$ cat src/rtl/mem_arb_pkg.sv
// Shared RAM command codes plus the arbiter's state and requester-id types.
// The command codes are also used by the CPU and the StateController.
package mem_arb_pkg;

  localparam logic [1:0] MNONE  = 2'b00;
  localparam logic [1:0] MREAD  = 2'b01;
  localparam logic [1:0] MWRITE = 2'b10;

  typedef enum logic [1:0] {
    ST_IDLE   = 2'd0,
    ST_ACCESS = 2'd1,
    ST_RDATA  = 2'd2
  } arb_state_e;

  typedef logic req_id_t;
  localparam req_id_t REQ0 = 1'b0;
  localparam req_id_t REQ1 = 1'b1;

  function automatic logic cmd_legal(logic [1:0] c);
    return (c == MREAD) || (c == MWRITE);
  endfunction

endpackage

$ cat src/rtl/rr_pick2.sv
// Combinational 2-way round-robin picker; the caller owns last_gnt.
module rr_pick2
  import mem_arb_pkg::*;
(
  input  logic req0,
  input  logic req1,
  input  logic last_gnt,
  output logic valid,
  output logic winner
);

  assign valid = req0 | req1;
  // On a tie the requester not served last wins.
  assign winner = (req0 & req1) ? ~last_gnt : (req1 ? REQ1 : REQ0);

endmodule

$ cat src/rtl/mem_port_arbiter.sv
// Shares the single-port RAM between the CPU (0) and the loader/debug port (1).
// One access at a time, round-robin on ties, fully registered outputs.
module mem_port_arbiter
  import mem_arb_pkg::*;
#(
  parameter int AW = 9,
  parameter int DW = 16
) (
  input  logic          clk,
  input  logic          reset,
  input  logic          req0,
  input  logic          req1,
  input  logic [1:0]    cmd0,
  input  logic [1:0]    cmd1,
  input  logic [AW-1:0] addr0,
  input  logic [AW-1:0] addr1,
  input  logic [DW-1:0] wdata0,
  input  logic [DW-1:0] wdata1,
  output logic          gnt0,
  output logic          gnt1,
  output logic          rvalid0,
  output logic          rvalid1,
  output logic [DW-1:0] rdata0,
  output logic [DW-1:0] rdata1,
  output logic          err,
  output logic          busy,
  output logic [1:0]    mem_cmd,
  output logic [AW-1:0] mem_addr,
  output logic [DW-1:0] mem_wdata,
  input  logic [DW-1:0] mem_rdata
);

  localparam int NREQ = 2;

  logic [NREQ-1:0][1:0]    cmd_in;
  logic [NREQ-1:0][AW-1:0] addr_in;
  logic [NREQ-1:0][DW-1:0] wdata_in;
  logic [NREQ-1:0]         gnt_q, rvalid_q;
  logic [NREQ-1:0][DW-1:0] rdata_q;

  arb_state_e state;
  req_id_t    last_gnt, win_id, pick_id;
  logic       pick_vld;
  logic [1:0] acc_cmd;

  assign cmd_in   = {cmd1, cmd0};
  assign addr_in  = {addr1, addr0};
  assign wdata_in = {wdata1, wdata0};

  assign {gnt1, gnt0}       = gnt_q;
  assign {rvalid1, rvalid0} = rvalid_q;
  assign rdata0             = rdata_q[0];
  assign rdata1             = rdata_q[1];

  rr_pick2 u_pick (
    .req0     (req0),
    .req1     (req1),
    .last_gnt (last_gnt),
    .valid    (pick_vld),
    .winner   (pick_id)
  );

  // The ACCESS-cycle outputs are loaded on the IDLE->ACCESS edge so that the
  // grant and RAM command appear one cycle after the request, straight from flops.
  always_ff @(posedge clk) begin
    if (!reset) begin
      state     <= ST_IDLE;
      last_gnt  <= REQ1;
      win_id    <= REQ0;
      acc_cmd   <= MNONE;
      mem_cmd   <= MNONE;
      mem_addr  <= '0;
      mem_wdata <= '0;
      gnt_q     <= '0;
      rvalid_q  <= '0;
      rdata_q   <= '0;
      err       <= 1'b0;
      busy      <= 1'b0;
    end else begin
      gnt_q    <= '0;
      rvalid_q <= '0;
      mem_cmd  <= MNONE;
      case (state)
        ST_IDLE: begin
          if (pick_vld) begin
            state          <= ST_ACCESS;
            busy           <= 1'b1;
            win_id         <= pick_id;
            last_gnt       <= pick_id;
            gnt_q[pick_id] <= 1'b1;
            acc_cmd        <= cmd_in[pick_id];
            mem_addr       <= addr_in[pick_id];
            mem_wdata      <= wdata_in[pick_id];
            if (cmd_legal(cmd_in[pick_id])) mem_cmd <= cmd_in[pick_id];
            else                            err     <= 1'b1;
          end
        end
        ST_ACCESS: begin
          if (acc_cmd == MREAD) begin
            state <= ST_RDATA;
          end else begin
            state <= ST_IDLE;
            busy  <= 1'b0;
          end
        end
        ST_RDATA: begin
          state            <= ST_IDLE;
          busy             <= 1'b0;
          rvalid_q[win_id] <= 1'b1;
          for (int i = 0; i < NREQ; i++)
            if (win_id == req_id_t'(i)) rdata_q[i] <= mem_rdata;
        end
        default: begin
          state <= ST_IDLE;
          busy  <= 1'b0;
        end
      endcase
    end
  end

endmodule

$ cat config.mk
export PLATFORM = sky130hd
export DESIGN_NAME = mem_port_arbiter
export DESIGN_NICKNAME = d
export VERILOG_FILES = /design/src/rtl/mem_arb_pkg.sv /design/src/rtl/rr_pick2.sv /design/src/rtl/mem_port_arbiter.sv
export SDC_FILE = /design/constraint.sdc
export NUM_CORES = 1
export LEC_CHECK = 0
export ABC_AREA = 1
export BUFFER_PORTS_ARGS = -buffer_cell sky130_fd_sc_hd__buf_2
export CORE_ASPECT_RATIO = 0.5
export CORE_MARGIN = 5
export CORE_UTILIZATION = 40
export DETAILED_ROUTE_END_ITERATION = 10
export GPL_TIMING_DRIVEN = 0
export PLACE_DENSITY = 0.74
export SKIP_LAST_GASP = 1
export SYNTH_ARGS = -nofsm -noshare
export SYNTH_HDL_FRONTEND = slang
export SYNTH_SLANG_ARGS = --single-unit
$ cat constraint.sdc
create_clock -name clk -period 1.3 [get_ports clk]
set_clock_uncertainty 0.15 [all_clocks]
set_input_delay 0.26 -clock clk [delete_from_list [all_inputs] [get_ports clk]]
set_output_delay 0.26 -clock clk [all_outputs]
set_load 0.02 [all_outputs]
# --- Word level (Yosys, flattened, before mapping) ---
# Cells that the tools add are included.
op_classes:
  order_cmp: 4
  n_eq_ne: 7
  n_mux: 18
  bitwise: 5
  reduce_logical: 12
ops:
  columns: ["op", "n"]
  rows:
  - ["2-to-1 mux 16 bit", 2]
  - ["2-to-1 mux 9 bit", 2]
  - ["AND reduction 2 bit", 5]
  - ["2-to-1 mux 2 bit", 4]
  - ["== test 2 x 1 -> 1 bit (second input constant)", 3]
  - ["2-to-1 mux 1 bit", 6]
  - ["AND reduction 3 bit", 2]
  - ["== test 2 bit (second input constant)", 2]
  - ["less-than comparator 1 x 2 -> 1 bit (second input constant)", 2]
  - ["!= test 2 bit (second input constant)", 2]
  - ["one-hot mux 2 bit (2 select lines)", 1]
  - ["AND reduction 4 bit", 1]
  - ["NOT 1 bit", 3]
  - ["demux 1 bit (select 1 bit)", 2]
  - ["greater-or-equal comparator 1 bit (second input constant)", 2]
  - ["logical AND 1 bit", 2]
  - ["logical NOT 2 bit", 1]
  - ["one-hot mux 1 bit (2 select lines)", 1]
  - ["AND 1 bit", 1]
  - ["logical OR 1 bit", 1]
  - ["bitwise OR 1 bit", 1]
totals:
  ff_bits: 71
  elab_cells: 59

# --- Logic depth before layout (Yosys ltp) ---
depth:
  ltp_word: 8
  depth_mapped: 8
  mapped_depth_nobuf: 7

# --- Hierarchy ---
# A second synthesis with hierarchy kept.
hier_totals:
  cells_unflattened: 380
  area_unflattened_um2: 2912.8
by_module_without_submodules:
  columns: ["module", "n_inst", "cells_per_inst", "area_per_inst_um2", "seq_area_each_um2"]
  rows:
  - ["mem_port_arbiter", 1, 377, 2897.8, 1421.4]
  - ["rr_pick2", 1, 3, 15.0, 0.0]

# --- Least setup slack after synthesis ---
# Ideal clock, no wire load.
synth_timing:
  kind: "reg-to-reg"
  startpoint: "register state[1]"
  endpoint: "register mem_addr[8]"
  arrival_time_ps: 1059
  required_ps: 1033
  setup_slack_ps: -26
  stages_incl_launch_ff: 8
  path_buffers: 1
  cell_sequence: "dfxtp_1 > nor2_1 > inv_2 > nor2_8 > buf_6 > nand2_1 > a21oi_1 > nor2_1"
synth_via:
  elab_chain_cells: 2
synth_rtl:
  columns: ["element", "line_no", "text"]
  rows:
  - ["start, declared", "mem_port_arbiter.sv:41", "arb_state_e state;"]
  - ["start signal, assigned", "mem_port_arbiter.sv:67", "state <= ST_IDLE;"]
  - ["start signal, assigned", "mem_port_arbiter.sv:86", "state <= ST_ACCESS;"]
  - ["start signal, assigned", "mem_port_arbiter.sv:100", "state <= ST_RDATA;"]
  - ["logical NOT 2 bit", "mem_port_arbiter.sv:83", "case (state)"]
  - ["AND reduction 2 bit (no source line)", null, null]
  - ["end signal, assigned", "mem_port_arbiter.sv:92", "mem_addr <= addr_in[pick_id];"]
  - ["end, declared", "mem_port_arbiter.sv:28", "output logic [AW-1:0] mem_addr,"]
# Every way passes these cells.
# A chain may end at the register's enable or synchronous reset.

# --- Worst setup path in the final report ---
layout_timing:
  startpoint: "register state[1]"
  endpoint: "register mem_addr[3]"
# Same word-level chain as after synthesis.

==> impl_metrics.py <==
metrics = {
    "power_and_ir_drop": {
        "static-leakage-power_nw": 2.07,
        "pwr-share-seq": 0.396,
        "ir_drop_mv": 0.881,
        "p_total_mw": 5.99,
        "p_per_area_nw_per_um2": 1350,
        "p_int_mw": 4.32,
        "power_frac_clock": 0.415,
        "p_comb_frac": 0.188,
        "swShare": 0.279,
        "p_sw_mw": 1.67,
    },
    "setup_path": {
        "cp_num_buf_inv": 2,
        "path_delay_family": "simple AND/OR/NAND/NOR gates",
        "path_cells": "nor2_4 > inv_4 > nor2_8 > buf_6 > nand2_2 > a21oi_2 > nor2_1",
        "arrival_ns": 1.44,
        "cp_data_required_time_ns": 1.37,
        "r2r_cells": 7,
        "slowest_stage": "dfxtp_2",
        "crit_path_start": "state[1]",
        "r2r-end": "mem_addr[3]",
        "rrSetupSlack_ns": -0.07,
        "crit_fanout": 5,
        "worstSetupPathType": "reg -> reg",
        "r2r-start": "state[1]",
        "crit_path_max_incr_delay_ns": 0.35,
        "cp-end-kind": "flop",
        "start_kind": "flop",
    },
    "status": {
        "outcome": "complete, but fails checks",
        "violations": "negative setup slack",
    },
    "drt": {
        "vias_per_cell": 4.82,
        "top_layer": "met4",
        "wl_met1_um": 3630,
        "wl_met3_um": 669,
        "route.detailed.drc": 0,
        "wl_met2_um": 4410,
        "route.vias.total": 3080,
        "ant_nets": 0,
        "first_pass_iters": 4,
        "wirelength_um": 8950,
        "wl_per_cell_um": 14.0,
        "initialDrtViolationCount": 171,
    },
    "sta": {
        "period_share": 1.05,
        "finalSetupViolCount": 27,
        "period_needed_ns": 1.37,
        "setup_slack_ns": -0.0689,
        "rsz0062_at_grt": "true",
        "setup_tns_ns": -0.814,
        "hold_viol": 0,
        "relSlewSlack": 0.689,
        "drv_slew": 0,
        "worst_pin_slew_ns": 0.466,
        "max_freq_mhz": 731,
    },
    "cells_and_area": {
        "antenna_cells": 0,
        "final_area_um2": 4420,
        "area_growth_pct": 58.5,
        "drive_gt1_frac": 0.463,
        "layout.nets": 616,
    },
    "cts": {
        "cts_buffers": 9,
        "clk_latency_ns": 0.33,
        "clk_pin_slew_worst_paths_ns": 0.06,
        "root_buffer": "clkbuf_16",
        "cts_tree": "yes",
        "cts.sinks": 71,
        "cts_buffer_depth": 2,
        "cts_max_level": 3,
    },
    "worst_hold_path": {
        "holdPathEnd": "mem_wdata[9]",
        "hold_path.class": "in -> reg",
        "hold_depth": 3,
        "min_from": "wdata0[9]",
    },
    "grt": {
        "grt_max_degree": 14,
        "grt_pass1_wl_um": 12900,
        "grt_pass1_vias": 2735,
        "antenna_found_initial": 0,
        "overflow": 0,
        "grt_use_total": 0.183,
    },
    "synthesis": {
        "synth_edf_count": 0,
        "syn_area_um2": 2790,
        "synth_cells": 369,
        "yosysMostFrequentCell": "dfxtp_1",
        "synth_commonest_cells": "dfxtp_1 (71), nand2_1 (66), a21oi_1 (59)",
        "synth_cell_types": 18,
        "ys_ff_latch": 71,
        "yosysTopAreaCell": "dfxtp_1",
        "synth-async-reset-ratio": 0,
        "syn_nets": 443,
        "synth_top_cells_by_area": "dfxtp_1 (51%), a21oi_1 (11%), o21ai_0 (9.9%)",
        "synthFlopType": "dfxtp_1",
        "seq_area_frac_synth": 0.510,
        "syn_area_per_cell_um2": 7.56,
        "synth_top_area_frac": 0.510,
        "synth_warnings": 0,
    },
    "placed_design": {
        "place_area_um2": 3590,
        "portBuffers": 137,
        "place_ws_ns": -0.206,
        "gp_congestion": 0.810,
        "hpwl_um": 5790,
    },
    "floorplan": {
        "num_rows": 21,
        "die-area_um2": 8840,
        "start_util": 0.415,
        "coreArea_um2": 6730,
        "chipWidth_um": 128,
        "pin_count": 139,
        "fp.dieH_um": 69.0,
    },
    "run": {
        "max_cap_viol_count": 0,
    },
}
[kinds of logic (layout without fill, tap and decap cells)]
group,Yosys count,after routing,synth area share
simple gates,113,114,0.166
flops,71,71,0.510
compound gates,122,122,0.222
buf+inv,63,240,0.103
[flip-flops by register name, summed over array words and instances, names as in the netlist, 2 cells and up]
| signal | cells |
|---|---|
| gnt_q | 2 |
| mem_addr | 9 |
| mem_cmd | 2 |
| state | 2 |
| rdata0 | 16 |
| rdata1 | 16 |
| rvalid_q | 2 |
| mem_wdata | 16 |
| acc_cmd | 2 |
[metal layers]
layer	global-route usage	up-vias
met5	0	-
met4	0.0741	0
met3	0.0694	24
met2	0.304	112
met1	0.212	1400
li1	-	1544
[worst reg2reg max path, delay by kind of cell, from the launching register on]
family                 cells  cell delay, ns
AO/OA/AOI/OAI              1            0.11
AND/OR/NAND/NOR            4            0.40
buffers and inverters      2            0.24
flip-flops                 1            0.35
[repair_timing]
| action | CTS | global route |
|---|---|---|
| pin swaps | 6 | 28 |
| endpoints found under the hold margin | 10 | 1 |
| resized for setup | 17 | 110 |
| hold buffers | 10 | 1 |
| endpoints found under the setup margin | 63 | 64 |
| setup buffers | 3 | 5 |
| gates cloned | 4 | 2 |
[cells in the final DEF (no fill, tap or decap), types with 14 or more instances in the layout]
cell and n:
nand2_1 43, o21ai_1 14, buf_6 14, a21oi_2 27, nor2_1 33, buf_2 136
inv_1 37, nand2_2 18, o21ai_0 41, a21oi_1 34, dfxtp_1 68
[how the worst max path moves through the flow]
stage	to	cells past startpoint
after floorplan	mem_addr[8]	7
after global routing	mem_addr[3]	7
final	mem_addr[3]	7
after CTS	mem_wdata[8]	5
after detailed placement	acc_cmd[1]	4
after global placement	acc_cmd[1]	4
[cell type report]
class,instances,area (um2)
fill,600,2300
clock buffer,10,239
sequential,71,1430
timing repair buffer,161,911
inverter,40,158
multi-input combinational,236,1320
clock inverter,6,67.6
buffer,23,189
tap,92,115
[power groups by stage]
stage               Combinational [mW]  Clock [mW]  Sequential (mW)
global placement                 0.861           0             2.41
floorplan                        0.398           0             2.55
global route                      1.23        2.66             2.38
CTS                              0.952        2.54             2.37
detailed placement               0.870           0             2.41
finish                            1.13        2.49             2.37
[stage by stage]
step	util	instances	hold slack (ns)
2_1_floorplan	-	369	0.235
3_3_place_gp	0.534	598	0.279
3_5_place_dp	0.534	598	0.285
4_1_cts	0.607	631	0.000203
5_1_grt	0.657	639	0.0150
6_report	0.657	639	0.00819
Note: power is estimated with default switching activity, not from simulation.
